<file path="src/rtl/ahb_periph_bridge_pkg.sv">
// Shared state encoding, AHB transfer codes and slot-decode helpers for the
// AHB-to-peripheral bridges.
package ahb_periph_bridge_pkg;

   typedef enum logic [2:0] {
      ST_IDLE,
      ST_WR,
      ST_RD1,
      ST_RD2,
      ST_ERR1,
      ST_ERR2
   } bridge_state_e;

   localparam logic [1:0] HTRANS_IDLE   = 2'b00;
   localparam logic [1:0] HTRANS_BUSY   = 2'b01;
   localparam logic [1:0] HTRANS_NONSEQ = 2'b10;
   localparam logic [1:0] HTRANS_SEQ    = 2'b11;

   localparam logic [2:0] HSIZE_WORD = 3'b010;
   localparam logic [1:0] WORD_ALIGN = 2'b00;

   function automatic logic is_active(input logic [1:0] htrans);
      return (htrans == HTRANS_NONSEQ) || (htrans == HTRANS_SEQ);
   endfunction

   function automatic logic [31:0] slot_index(input logic [31:0] addr,
                                              input int unsigned slot_bits,
                                              input int unsigned idx_bits);
      return (addr >> slot_bits) & ((32'd1 << idx_bits) - 32'd1);
   endfunction

endpackage

</file>
<file path="src/rtl/ahb_slot_decode.sv">
// Slot index to one-hot peripheral select, plus an in-range flag.
module ahb_slot_decode
   import ahb_periph_bridge_pkg::*;
#(
   parameter int unsigned NUM_SLAVES = 4,
   parameter int unsigned IDX_BITS   = 4
) (
   input  logic [IDX_BITS-1:0]   idx_i,
   output logic [NUM_SLAVES-1:0] onehot_o,
   output logic                  legal_o
);

   always_comb begin
      onehot_o = '0;
      for (int unsigned i = 0; i < NUM_SLAVES; i++) begin
         if (32'(idx_i) == i) onehot_o[i] = 1'b1;
      end
   end

   assign legal_o = (32'(idx_i) < NUM_SLAVES);

endmodule

</file>
<file path="src/rtl/ahb_periph_bridge.sv">
// AHB-Lite responder driving the peripheral sel/read/write strobe interface.
// Optional macro AHB_BRIDGE_ERR_EN: illegal accesses get a two-cycle ERROR.
module ahb_periph_bridge
   import ahb_periph_bridge_pkg::*;
#(
   parameter int unsigned NUM_SLAVES = 4,
   parameter int unsigned SLOT_BITS  = 12,
   parameter int unsigned IDX_BITS   = 4
) (
   input  logic                  clk,
   input  logic                  reset,
   input  logic                  HSEL,
   input  logic [31:0]           HADDR,
   input  logic [1:0]            HTRANS,
   input  logic                  HWRITE,
   input  logic [2:0]            HSIZE,
   input  logic [31:0]           HWDATA,
   input  logic                  HREADY,
   output logic [31:0]           HRDATA,
   output logic                  HREADYOUT,
   output logic                  HRESP,
   output logic [NUM_SLAVES-1:0] psel,
   output logic                  pread,
   output logic                  pwrite,
   output logic [31:0]           pwdata,
   output logic [SLOT_BITS-1:0]  paddr,
   input  logic [31:0]           prdata
);

   bridge_state_e state_q, state_d, accept_state;
   logic [NUM_SLAVES-1:0] sel_q, sel_d, dec_onehot;
   logic [SLOT_BITS-1:0]  off_q, off_d;
   logic [31:0]           hrdata_q, hrdata_d;
   logic [IDX_BITS-1:0]   dec_idx;
   logic                  dec_legal, accept, acc_legal, addr_phase;

   assign dec_idx = IDX_BITS'(slot_index(HADDR, SLOT_BITS, IDX_BITS));

   ahb_slot_decode #(
      .NUM_SLAVES (NUM_SLAVES),
      .IDX_BITS   (IDX_BITS)
   ) u_decode (
      .idx_i    (dec_idx),
      .onehot_o (dec_onehot),
      .legal_o  (dec_legal)
   );

   assign accept     = HSEL & is_active(HTRANS) & HREADY;
   assign acc_legal  = dec_legal & (HADDR[1:0] == WORD_ALIGN) & (HSIZE == HSIZE_WORD);
   assign addr_phase = (state_q != ST_RD1) && (state_q != ST_ERR1);

   always_comb begin
      accept_state = ST_IDLE;
      if (accept) begin
         if (acc_legal) accept_state = HWRITE ? ST_WR : ST_RD1;
`ifdef AHB_BRIDGE_ERR_EN
         else           accept_state = ST_ERR1;
`endif
      end

      case (state_q)
         ST_RD1:  state_d = ST_RD2;
         ST_ERR1: state_d = ST_ERR2;
         default: state_d = accept_state;
      endcase

      sel_d = sel_q;
      off_d = off_q;
      if (addr_phase && accept) begin
         sel_d = dec_onehot;
         off_d = HADDR[SLOT_BITS-1:0];
      end
      hrdata_d = (state_q == ST_RD1) ? prdata : hrdata_q;
   end

   always_comb begin
      psel      = '0;
      pread     = 1'b0;
      pwrite    = 1'b0;
      pwdata    = '0;
      paddr     = '0;
      HREADYOUT = 1'b1;
      HRESP     = 1'b0;
      case (state_q)
         ST_WR: begin
            psel   = sel_q;
            pwrite = 1'b1;
            pwdata = HWDATA;
            paddr  = off_q;
         end
         ST_RD1: begin
            psel      = sel_q;
            pread     = 1'b1;
            paddr     = off_q;
            HREADYOUT = 1'b0;
         end
`ifdef AHB_BRIDGE_ERR_EN
         ST_ERR1: begin
            HRESP     = 1'b1;
            HREADYOUT = 1'b0;
         end
         ST_ERR2: HRESP = 1'b1;
`endif
         default: ;
      endcase
   end

   always_ff @(posedge clk) begin
      if (reset) begin
         state_q  <= ST_IDLE;
         sel_q    <= '0;
         off_q    <= '0;
         hrdata_q <= '0;
      end else begin
         state_q  <= state_d;
         sel_q    <= sel_d;
         off_q    <= off_d;
         hrdata_q <= hrdata_d;
      end
   end

`ifdef AHB_BRIDGE_ERR_EN
   assign HRDATA = hrdata_q;
`else
   // Illegal reads complete in one cycle; mask the held capture to zero there.
   logic ill_rd_q, ill_rd_d;
   assign ill_rd_d = addr_phase & accept & ~acc_legal & ~HWRITE;

   always_ff @(posedge clk) begin
      if (reset) ill_rd_q <= 1'b0;
      else       ill_rd_q <= ill_rd_d;
   end

   assign HRDATA = ill_rd_q ? '0 : hrdata_q;
`endif

endmodule

</file>
<file path="config.mk">
export PLATFORM = sky130hd
export DESIGN_NAME = ahb_periph_bridge
export DESIGN_NICKNAME = d
export VERILOG_FILES = /design/src/rtl/ahb_periph_bridge_pkg.sv /design/src/rtl/ahb_slot_decode.sv /design/src/rtl/ahb_periph_bridge.sv
export SDC_FILE = /design/constraint.sdc
export NUM_CORES = 1
export LEC_CHECK = 0
export ABC_AREA = 1
export BUFFER_PORTS_ARGS = -buffer_cell sky130_fd_sc_hd__buf_2
export CAP_MARGIN = 20
export CORE_MARGIN = 2
export CORE_UTILIZATION = 41
export CTS_CLUSTER_DIAMETER = 200
export DETAILED_ROUTE_END_ITERATION = 6
export GPL_TIMING_DRIVEN = 0
export PLACE_DENSITY_LB_ADDON = 0.05
export SETUP_SLACK_MARGIN = 0.5
export SYNTH_ARGS = -nofsm -noshare
export SYNTH_HDL_FRONTEND = slang
export SYNTH_SLANG_ARGS = --single-unit
</file>
<file path="constraint.sdc">
create_clock -name clk -period 1.3 [get_ports clk]
set_clock_uncertainty 0.05 [all_clocks]
set_input_delay 0.195 -clock clk [delete_from_list [all_inputs] [get_ports clk]]
set_output_delay 0.195 -clock clk [all_outputs]
set_load 0.03 [all_outputs]
</file>
Word-level counts from Yosys, hierarchy flattened

Cells that the tools add are included.

Add/subtract/negate cells: 0
Multiply operators: 0
Div/mod/pow operators: 0
Magnitude comparators: 1
Equal/unequal tests: 11
Shifts and indexed selects: 0
Muxes and demuxes: 15
Bitwise logic cells: 9
Reduce and logical (&&, ||, !) cells: 6

Operators by type and width:

| operator                                                                     | count |
|---|---|
| 32-bit two-way mux                                                           | 2 |
| 12-bit two-way mux                                                           | 1 |
| 4-bit by 2-bit equality test with 1-bit output, second input constant        | 2 |
| 1-bit AND                                                                    | 7 |
| 1-bit two-way mux                                                            | 7 |
| 3-bit by 2-bit equality test with 1-bit output, second input constant        | 2 |
| 2-bit two-way mux                                                            | 3 |
| 3-bit one-hot mux with 2 select lines                                        | 1 |
| 2-bit equality test, second input constant                                   | 2 |
| 4-bit by 1-bit equality test with 1-bit output, second input constant        | 1 |
| 4-bit zero test                                                              | 1 |
| 4-bit by 3-bit less-than comparator with 1-bit output, second input constant | 1 |
| 4-bit two-way mux                                                            | 1 |
| 3-bit by 1-bit equality test with 1-bit output, second input constant        | 1 |
| 3-bit equality test, second input constant                                   | 1 |
| 3-bit by 2-bit != test with 1-bit output, second input constant              | 1 |
| 3-bit != test, second input constant                                         | 1 |
| 1-bit logical AND                                                            | 2 |
| 2-bit zero test                                                              | 1 |
| 1-bit NOT                                                                    | 2 |
| 2-bit OR reduction                                                           | 1 |
| 1-bit logical OR                                                             | 1 |

Register bits: 52
Latch bits: 0
RAM bits: 0
Bits in read-only memories: 0
Input port bits: 106
Output and inout bits: 84
Word-level logic and storage cells: 47
Memories: 0

Depth between registers and ports, before layout

Gate-level depths: netlist of run 1.

Word-level depth: 7
Mapped depth: 7
Mapped depth without buffers: 7

Hierarchy

Synthesis of run 1 repeated with hierarchy kept, for this count alone.

Cell total of the unflattened synthesis: 412
Area total of the unflattened synthesis: 2,560.0 um^2

Modules (own cells, without submodules):

| module            | times used | cells an instance | area an instance (um^2) | seq. area each (um^2) |
|---|---|---|---|---|
| ahb_periph_bridge | 1          | 398               | 2,504.9                 | 1,041.0 |
| ahb_slot_decode   | 1          | 14                | 55.1                    | 0.0 |

Worst setup path after synthesis of run 1

No wires, ideal clock.

Kind: flip-flop to output port
From: register state_q[0]
To: output port paddr[10]
Data arrival time: 1.280 ns
Data required time: 1.055 ns
Slack: -0.225 ns
Stages on the path, launching flop included: 8
Buffers on the path: 1
Cell sequence: dfxtp_1 -> inv_1 -> nor2_1 -> nand2_1 -> nand2_1 -> inv_2 -> buf_4 -> nor2_1

Longest elaborated chain between the ends: 3
Elaborated cells between the ends (all ways): 4
Those cells by class: 2 x eq/ne; 1 x mux; 1 x reduce/logical

RTL lines:

| item                                                                                                                    | RTL line                 | RTL |
|---|---|---|
| start: declaration                                                                                                      | ahb_periph_bridge.sv:30  | `bridge_state_e state_q, state_d, accept_state;` |
| start signal: assignment                                                                                                | ahb_periph_bridge.sv:115 | `state_q <= state_d;` |
| 3-bit by 2-bit equality test with 1-bit output / 3-bit by 1-bit equality test with 1-bit output (equally long branches) | ahb_periph_bridge.sv:84  | `case (state_q)` |
| 2-bit OR reduction (no source line) (*)                                                                                 | n/a                      |  |
| 12-bit two-way mux (*)                                                                                                  | ahb_periph_bridge.sv:84  |  |
| end: declaration                                                                                                        | ahb_periph_bridge.sv:26  | `output logic [SLOT_BITS-1:0] paddr,` |

Mark *: on every way between the ends. The rest lies on a longest branch, timed or not.

Worst setup path after layout of run 1

From: register state_q[0]
To: output port paddr[5]

The elaborated chain is that of the path after synthesis.

==> results of run 1 <==
cell families (layout without fill, tap and decap cells):
group / after synthesis / after routing / synth area share, %
simple gates: 178 / 178 / 27.8
buf+inv: 120 / 335 / 19.4
compound gates: 66 / 66 / 12.7
flops: 52 / 52 / 40.0
other cells: 1 / 1 / 0.144
final timing paths:
path              slack (ps)  cells past startpoint                      start                         to
setup / recovery        -370                      8      state_q[0]$_SDFF_PP0_                   paddr[5]
hold / removal            50                      3                   HADDR[4]      off_q[4]$_SDFFE_PP0P_
setup reg to reg        -180                      8      state_q[0]$_SDFF_PP0_  hrdata_q[19]$_SDFFE_PP0P_
hold reg to reg          480                      2  hrdata_q[18]$_SDFFE_PP0P_  hrdata_q[18]$_SDFFE_PP0P_
stage by stage:
step           area, um2  hold WS, ps  setup slack [ps]  TNS [ps]  total power, mW
2_1_floorplan       3130          207             -11.0      -153             1.86
4_1_cts             5380         49.0              -351    -20380             3.22
3_3_place_gp        4080          363              -163     -3540             2.02
3_5_place_dp        4080          367              -185     -4540             2.03
5_1_grt             5570         56.2              -429    -29260             3.39
6_report            5570         49.6              -375    -23910             3.31
power groups by stage:
| stage | logic, mW | clock network (mW) | registers, mW |
|---|---|---|---|
| floorplan | 0.196 | 0 | 1.66 |
| global placement | 0.355 | 0 | 1.66 |
| detailed placement | 0.363 | 0 | 1.66 |
| CTS | 0.441 | 1.16 | 1.62 |
| global route | 0.535 | 1.23 | 1.63 |
| finish | 0.495 | 1.19 | 1.62 |
cell usage after synthesis:
library cell,instances,area (um2)
inv_1,95,357
nor2_2,11,68.8
nor2_1,108,405
a21oi_1,33,165
o21ai_0,33,165
clkbuf_1,8,30.0
nand2_1,46,173
nor3_1,2,10.0
dfxtp_1,52,1040
inv_2,2,7.51
nand3_1,8,40.0
buf_2,7,35.0
conb_1,1,3.75
buf_4,4,30.0
and2_1,1,6.26
buf_6,4,45.0
nand3_2,2,20.0
registers in the layout (all words and copies together) (netlist names):
name	count
state_q	3
ill_rd_q	1
off_q	12
hrdata_q	32
sel_q	4
critical path, delay by kind of cell (launching register included):
| family | cells | cell delay (ps) |
|---|---|---|
| buffers and inverters | 4 | 390 |
| AND/OR/NAND/NOR | 4 | 360 |
| flip-flops | 1 | 370 |
repair_timing:
action	CTS	global route
cloned	11	0
buffers inserted	23	2
setup endpoints to repair	134	135
pin swaps	27	6
gates resized for setup	278	45
endpoints found under the hold margin	0	0
per-layer routing:
layer | routed length, um | track usage, % | vias to the layer above | part of all wire (%)
met5 | 0 | 0 | - | 0
met4 | 246 | 6.74 | 0 | 2.2
met3 | 537 | 5.34 | 24 | 4.9
met2 | 6190 | 54.4 | 130 | 56
met1 | 4060 | 30.6 | 1633 | 37
li1 | - | - | 1646 | -
final cells by class:
type / count / area (um2)
plain buffers: 23 / 309
clock buffers: 6 / 72.6
clock inverters: 2 / 38.8
fillers: 294 / 667
inverters: 97 / 383
multi-input cells: 245 / 1850
flip-flops and latches: 52 / 1050
well taps: 77 / 96.3
repair buffers: 207 / 1770
layout by cell type, fill, tap and decap left out, types with 4 or more instances in the layout:
cell	Yosys	final
nor2_1	108	24
buf_12	0	5
o21ai_1	0	5
buf_2	7	90
clkbuf_1	8	4
dfxtp_1	52	48
o21ai_2	0	21
o21ai_4	0	6
inv_1	95	92
buf_4	4	37
nand2_1	46	40
a21oi_2	0	22
nor2_4	0	60
a21oi_1	33	10
nand2_2	0	4
clkbuf_16	0	7
buf_6	4	79
clkbuf_8	0	5
nor2_2	11	35
nand3_1	8	8
buf_8	0	6
==> flow_summary.yaml, run 1 <==
run_status:
  outcome: "finished, violations left"
  violations: "setup timing"
die:
  die-area_um2: 7000
  fp.dieW_um: 83.7
  start_util_pct: 41.7
  core.rowCount: 29
  core_area_um2: 6240
  die_h_um: 83.7
  io_pins: 190
min_path:
  hold_path.class: "in -> reg"
clock_network:
  insertion_delay_ps: 310
  cts_buffers: 5
  cts_hold_buffers: 0
  h-tree-depth: 2
  cts_root_buffer: "clkbuf_8"
  cts.path.max_buffers: 2
  cts_tree: "yes"
  cts_sinks: 52
  clkTransAtPathRegs_ps: 110
timing:
  worst_slew_pin_slew_ps: 821
  rsz0062_at_grt: "true"
  max_freq_ghz: 0.597
  final-hold-violation-count: 0
  setup_viol_count_final: 123
  fin_crit_ps: 1670
  min_period_over_period_pct: 129
  maxSlewHeadroom_pct: 45.3
  final.setup.worst_slack_ps: -375
  slew_viol_final: 0
synth:
  yosys_warnings: 0
  syn_nets: 523
  synth.distinct_cells: 17
  avgSynthCellArea_um2: 6.24
  synth_area_um2: 2600
  seq_area_frac_synth_pct: 40.0
  synthCells: 417
  yosys_register_bits: 52
cells_and_area:
  synthToLayoutAreaGrowth_pct: 114
  finish.utilization_pct: 89.3
  final_nets: 737
  drive_gt1_share_pct: 62.8
  antennaDiodeCount: 0
  stdcell_count: 709
detailed_routing:
  wirelength_mm: 11.0
  ant_nets: 0
  drc: 0
  dr.first_iter.drc_count: 100
  firstDrtPassIters: 4
  viasPerCell: 4.84
  via_count: 3433
  wire_per_inst_um: 15.6
global_route:
  grt_use_total_pct: 27.9
  grt_antenna_before_repair: 0
  grt_max_degree: 17
  grt_pass1_vias: 3437
  grt_pass1_wl_mm: 16.1
  grt_overflow: 0
pwr:
  cellLeakagePower_nw: 2.56
  p_seq_share_pct: 49.1
  sw_frac_of_total_pct: 26.9
  p_comb_share_pct: 15.0
  p_clk_share_pct: 35.9
  p_sw_mw: 0.889
  p_int_mw: 2.42
  cellPowerDensity_nw_per_um2: 593
  ir_drop_mv: 0.551
placement:
  port_buffers: 171
  dp_cells: 665
  gp_congestion: 0.815
  hpwl_mm: 5.66
setup_path:
  max_stage_delay_ps: 370
  cp-start-kind: "register"
  criticalPathCategory: "reg -> out"
  cp-end-kind: "primary output"
  crit_arrival_ps: 1430
  slowest_stage: "dfxtp_2"
  crit_fanout: 6
  crit_chain: "inv_4 -> nor2_4 -> nand2_4 -> nand2_4 -> inv_6 -> buf_16 -> nor2_4 -> buf_6"
  required_ps: 1050
flow_run:
  maxCapViolCount: 0
Note: power is estimated with default switching activity, not from simulation.
==> run 2, diff against run 1 <==
--- a/config.mk
+++ b/config.mk
@@ -18,3 +18,4 @@
 export SYNTH_ARGS = -nofsm -noshare
 export SYNTH_HDL_FRONTEND = slang
 export SYNTH_SLANG_ARGS = --single-unit
+export TNS_END_PERCENT = 1
==> run 2 against run 1 <==
Net effect:
- the run still ends with setup timing left
- cell area fell by 19%
- count of clock-buffer cells in the layout increased by 1
- combinational power shrank 22%
- critical path type unchanged
- maximum frequency hardly changed
- via count shrank 9.9%
==> flow_summary.yaml, run 2 (same netlist as run 1, synthesis figures left out) <==
run_status:
  outcome: "finished, violations left"
  violations: "setup timing"
detailed_routing:
  via_count: 3094
  wirelength_mm: 8.24
  wire_per_inst_um: 12.1
  firstDrtPassIters: 4
  dr.first_iter.drc_count: 135
  viasPerCell: 4.54
  ant_nets: 0
  drc: 0
timing:
  fin_crit_ps: 1670
  setup_viol_count_final: 81
  max_freq_ghz: 0.597
  whs_ps: 28.7
  final.setup.worst_slack_ps: -374
  rsz0062_at_grt: "true"
  final-hold-violation-count: 0
  slew_viol_final: 0
  min_period_over_period_pct: 129
setup_path:
  cp-end-kind: "primary output"
  crit_top_cell: "buf_6"
  slowest_stage: "dfxtp_2"
  cp_num_cells: 7
  max_stage_delay_ps: 350
  crit_family: "buffers and inverters"
  required_ps: 1050
  cp-start-kind: "register"
  crit_chain: "inv_2 -> nor2_2 -> nand2_2 -> buf_6 -> buf_12 -> nor2_4 -> buf_6"
  crit_arrival_ps: 1430
  ff2ff_path_depth: 8
  criticalPathCategory: "reg -> out"
  critical_path_buf_inv_count: 4
  crit_fanout: 10
min_path:
  min_delay_path_depth: 2
  hold_path.class: "in -> reg"
pwr:
  power.total_mw: 2.98
  sw_frac_of_total_pct: 25.3
  cellPowerDensity_nw_per_um2: 661
  p_seq_share_pct: 54.6
  ir_drop_mv: 0.611
  p_clk_share_pct: 32.5
  p_sw_mw: 0.754
  p_int_mw: 2.22
  p_comb_share_pct: 12.9
  cellLeakagePower_nw: 2.32
cells_and_area:
  stdcell_count: 682
  largest_register_ffs: 32
  final_common_cell: "inv_1"
  antennaDiodeCount: 0
  final_cell_mix: "inv_1, buf_2, buf_4, nor2_1, dfxtp_1"
  finish.utilization_pct: 72.1
  final_nets: 710
  reg.largest.list: "hrdata_q: 32 flops, off_q: 12 flops, sel_q: 4 flops"
  drive_gt1_share_pct: 47.9
  registers.top_by_ff_count: "hrdata_q"
  synthToLayoutAreaGrowth_pct: 72.9
global_route:
  grt_use_total_pct: 21.5
  grt_pass1_vias: 2734
  grt_overflow: 0
  grt_max_degree: 16
  grt_antenna_before_repair: 0
  grt_pass1_wl_mm: 12.5
die:
  fp.dieW_um: 83.7
  die_h_um: 83.7
  die-area_um2: 7000
  start_util_pct: 41.7
  io_pins: 190
  core_area_um2: 6240
  core.rowCount: 29
clock_network:
  cts_sinks: 52
  cts_root_buffer: "clkbuf_8"
  clkTransAtPathRegs_ps: 90
  insertion_delay_ps: 300
  cts_buffers: 5
  cts_hold_buffers: 0
  h-tree-depth: 2
  cts_tree: "yes"
  cts.path.max_buffers: 2
placement:
  dp_cells: 665
  port_buffers: 171
  gp_congestion: 0.846
  hpwl_mm: 5.59
flow_run:
  maxCapViolCount: 0
==> run 2: cell types whose count changed in the layout (fill, tap and decap cells not counted), sizes merged <==
cell    change
clkbuf      -1
clkinv      -1
inv         +1
buf        -24
bufinv      -1
bufbuf      -1
==> run 2: area by class of cell <==
class | count | area (um2)
fillers | 531 | 1740
multi-input cells | 245 | 1370
repair buffers | 180 | 1290
flip-flops and latches | 52 | 1050
inverters | 97 | 369
plain buffers | 23 | 241
well taps | 77 | 96.3
clock buffers | 7 | 86.3
clock inverters | 1 | 7.51
==> run 2: worst paths after layout <==
kind                                  from                  endpoint  slack [ps]
setup / recovery     state_q[0]$_SDFF_PP0_                pwdata[12]        -370
hold / removal                       reset     state_q[2]$_SDFF_PP0_          30
setup reg to reg     state_q[2]$_SDFF_PP0_     off_q[8]$_SDFFE_PP0P_          10
hold reg to reg   hrdata_q[9]$_SDFFE_PP0P_  hrdata_q[9]$_SDFFE_PP0P_         400
==> run 2: repair_timing <==
item,in CTS,in global routing
pin swaps,9,3
buffers inserted,8,0
gates cloned,1,0
hold endpoints to repair,0,0
setup endpoints to repair,134,135
resized for setup,181,22
==> run 2: worst register-to-register path: stages (launching register included) <==
cell and delay (ps):
dfxtp_2 340, inv_2 90, nand3_4 110, buf_4 160, nand3_2 60, buf_6 150, buf_12 150, nor2_2 40
nor2_1 90
==> run 2: layer usage <==
metal  GRT usage (%)  share of wire (%)
met1            26.4                 42
met2            37.5                 49
met4            5.87                1.4
met5               0                  0
met3            5.44                7.6
==> run 2: stage by stage <==
step	setup WS, ps	setup TNS [ps]	area, um2
4_1_cts	-361	-18560	4410
6_report	-374	-17490	4500
3_3_place_gp	-177	-4410	3740
5_1_grt	-466	-25010	4500
3_5_place_dp	-195	-5040	3740
2_1_floorplan	-11.4	-11.4	2790
==> run 2: power groups by stage <==
stage          Clock (mW)  Combinational, mW  Sequential (mW)
6_report            0.967              0.384             1.63
5_1_grt              1.05              0.427             1.63
4_1_cts             0.994              0.363             1.63
3_5_place_dp            0              0.343             1.66
3_3_place_gp            0              0.339             1.66
2_1_floorplan           0              0.178             1.66
==> run 3, diff against run 2 <==
--- a/config.mk
+++ b/config.mk
@@ -5,7 +5,6 @@
 export SDC_FILE = /design/constraint.sdc
 export NUM_CORES = 1
 export LEC_CHECK = 0
-export ABC_AREA = 1
 export BUFFER_PORTS_ARGS = -buffer_cell sky130_fd_sc_hd__buf_2
 export CAP_MARGIN = 20
 export CORE_MARGIN = 2
@@ -14,6 +13,7 @@
 export DETAILED_ROUTE_END_ITERATION = 6
 export GPL_TIMING_DRIVEN = 0
 export PLACE_DENSITY_LB_ADDON = 0.05
+export REMOVE_ABC_BUFFERS = 1
 export SETUP_SLACK_MARGIN = 0.5
 export SYNTH_ARGS = -nofsm -noshare
 export SYNTH_HDL_FRONTEND = slang
==> run 3 against run 2 <==
Net effect:
- the run still ends with setup timing left
- register-to-register slack got worse by 190 ps
- worst hold slack improved by 46 ps
- clock power barely moved
- global-route usage rose by 0.32 points
- cell area fell by 5.9%
- sequential power barely moved
- combinational power fell by 37%
- critical path depth fell by 2
- via count fell by 20%
- critical path type unchanged
- total power fell by 5.3%
==> flow_summary.yaml, run 3 <==
run_status:
  outcome: "finished, violations left"
  violations: "setup timing"
setup_path:
  setup.worst_path.end: "pwdata[19]"
  r2r_slack_ps: -180
  rr_endpoint: "off_q[0]$_SDFFE_PP0P_"
  cp-start-kind: "register"
  crit_fanout: 6
  ff2ff_path_depth: 4
  crit_start: "state_q[1]$_SDFF_PP0_"
  required_ps: 1050
  crit_arrival_ps: 1410
  reg2reg_from: "state_q[1]$_SDFF_PP0_"
  cp-end-kind: "primary output"
  criticalPathCategory: "reg -> out"
placement:
  hpwl_mm: 4.71
  dp_cells: 515
  place_ws_ps: -611
  port_buffers: 171
  gp_congestion: 0.717
synth:
  synth_top_area_cell: "dfxtp_1"
  synth_commonest_cells: "dfxtp_1, and2_1, mux2i_1, nor2_1, nor2b_1"
  seq_area_frac_synth_pct: 40.3
  synthCells: 287
  synth-async-reset-ratio_pct: 0
  synth_area_um2: 2580
  yosysTopAreaCellShare_pct: 40.3
  synth-main-ff-cell: "dfxtp_1"
  avgSynthCellArea_um2: 8.99
  netlist_top_cells_area: "dfxtp_1, mux2i_1, and2_1"
  yosys_warnings: 0
  synth-edff-count: 0
  synthMostInstantiatedCell: "dfxtp_1"
  synth.distinct_cells: 26
  yosys_register_bits: 52
global_route:
  grt_overflow: 0
  grt_max_degree: 66
  grt_use_total_pct: 21.9
  grt_pass1_wl_mm: 12.4
  grt_antenna_before_repair: 0
  grt_pass1_vias: 2512
detailed_routing:
  wirelength_mm: 7.55
  firstDrtPassIters: 4
  dr.first_iter.drc_count: 51
  wire_per_inst_um: 14.2
  viasPerCell: 4.68
  via_count: 2490
  drc: 0
  ant_nets: 0
cells_and_area:
  synthToLayoutAreaGrowth_pct: 64.2
  final_nets: 562
  reg.largest.list: "hrdata_q: 32 flops, off_q: 12 flops, sel_q: 4 flops"
  fillers: 450
  antennaDiodeCount: 0
  largest_register_ffs: 32
  drive_gt1_share_pct: 53.6
  registers.top_by_ff_count: "hrdata_q"
  final_cell_mix: "buf_2, buf_6, mux2i_1, dfxtp_1, and2_4"
  final_common_cell: "buf_2"
  stdcell_count: 532
clock_network:
  cts.path.max_buffers: 2
  cts_sinks: 52
  cts_hold_buffers: 0
  cts_tree: "yes"
  cts_buffers: 5
  clkTransAtPathRegs_ps: 90
  h-tree-depth: 2
  cts_root_buffer: "clkbuf_8"
  insertion_delay_ps: 300
min_path:
  hold_path.class: "in -> reg"
timing:
  max_freq_ghz: 0.606
  final-hold-violation-count: 0
  setup_viol_count_final: 123
  worst_slew_pin_slew_ps: 573
  min_period_over_period_pct: 127
  fin_crit_ps: 1650
  maxSlewHeadroom_pct: 61.8
  final.setup.worst_slack_ps: -351
  slew_viol_final: 0
  rsz0062_at_grt: "true"
die:
  die-area_um2: 6940
  start_util_pct: 43.1
  core_area_um2: 5990
  io_pins: 190
  core.rowCount: 28
  fp.dieW_um: 83.3
  die_h_um: 83.3
pwr:
  p_sw_mw: 0.645
  p_clk_share_pct: 34.3
  sw_frac_of_total_pct: 22.9
  ir_drop_mv: 0.643
  cellLeakagePower_nw: 1.96
  cellPowerDensity_nw_per_um2: 665
  p_seq_share_pct: 57.1
  p_int_mw: 2.17
  p_comb_share_pct: 8.6
flow_run:
  maxCapViolCount: 0
## run 3: cell types whose count changed after synthesis, moves of 33 or more
cell     change
mux2i_1     +48
o21ai_0     -33
inv_1       -94
nor2_1      -73
nand2_1     -43
and2_1      +47
## run 3: routing by layer
metal / global-route usage [%] / up-vias / share of wire, %
met3: 4.87 / 14 / 6.1
met4: 7.15 / 0 / 2.7
met2: 40.5 / 107 / 52
li1: - / 1247 / -
met1: 24.5 / 1122 / 39
met5: 0 / - / 0
## run 3: how the worst min path moves through the flow
stage	start	cells past startpoint	to	slack, ps
floorplan	reset	1	state_q[0]$_SDFF_PP0_	210
global placement	prdata[5]	3	hrdata_q[5]$_SDFFE_PP0P_	380
detailed placement	prdata[4]	3	hrdata_q[4]$_SDFFE_PP0P_	390
CTS	prdata[23]	3	hrdata_q[23]$_SDFFE_PP0P_	70
global route	prdata[27]	3	hrdata_q[27]$_SDFFE_PP0P_	80
finish	prdata[4]	3	hrdata_q[4]$_SDFFE_PP0P_	80
## run 3: logic make-up (layout without fill, tap and decap cells)
kind of cell	after synthesis	after routing	share of synthesized area, %
buffers and inverters	22	192	4.32
and+or+nand+nor	159	159	35.1
DFF	52	52	40.3
AOI/OAI and AO/OA	3	3	0.824
muxes	48	48	18.6
xor gates and xnor gates	2	2	0.679
other	1	1	0.145
## run 3: critical path, stage by stage (launching register included)
cell     delay, ps
dfxtp_4        380
nor3_4         180
buf_6          150
buf_6          110
and2_1         150
buf_6          140
## run 3: area by class of cell
| cell class | count | area (um2) | area share (%) |
|---|---|---|---|
| multi-input cells | 213 | 1580 | 37.3 |
| clock buffers | 6 | 82.6 | 1.95 |
| inverters | 2 | 26.3 | 0.620 |
| repair buffers | 181 | 1370 | 32.3 |
| flip-flops and latches | 52 | 1060 | 24.9 |
| clock inverters | 2 | 13.8 | 0.325 |
| well taps | 75 | 93.8 | 2.22 |
| repair inverters | 1 | 16.3 | 0.384 |
## run 3: power groups by stage
stage | clock [mW] | combinational [mW] | sequential [mW]
after floorplan | 0 | 0.0678 | 1.65
after global placement | 0 | 0.226 | 1.65
after detailed placement | 0 | 0.229 | 1.65
after CTS | 1.01 | 0.237 | 1.61
after global routing | 1.07 | 0.269 | 1.61
final | 0.965 | 0.242 | 1.61
## run 3: repair_timing
item | 4_1_cts | 5_1_grt
setup endpoints to repair | 135 | 135
buffers inserted | 4 | 0
pin swaps | 31 | 13
resized for setup | 192 | 14
cloned | 5 | 0
## run 3: through the flow
step / util [%] / cell area, um2 / total power, mW / hold WS, ps / TNS [ps]
6_report: 70.7 / 4240 / 2.82 / 75.0 / -21270
5_1_grt: 70.7 / 4240 / 2.95 / 75.2 / -33240
4_1_cts: 70.1 / 4200 / 2.85 / 69.1 / -23310
3_5_place_dp: 57.8 / 3460 / 1.88 / 390 / -53610
3_3_place_gp: 57.2 / 3430 / 1.88 / 380 / -121790
2_1_floorplan: - / 2480 / 1.72 / 214 / -95310
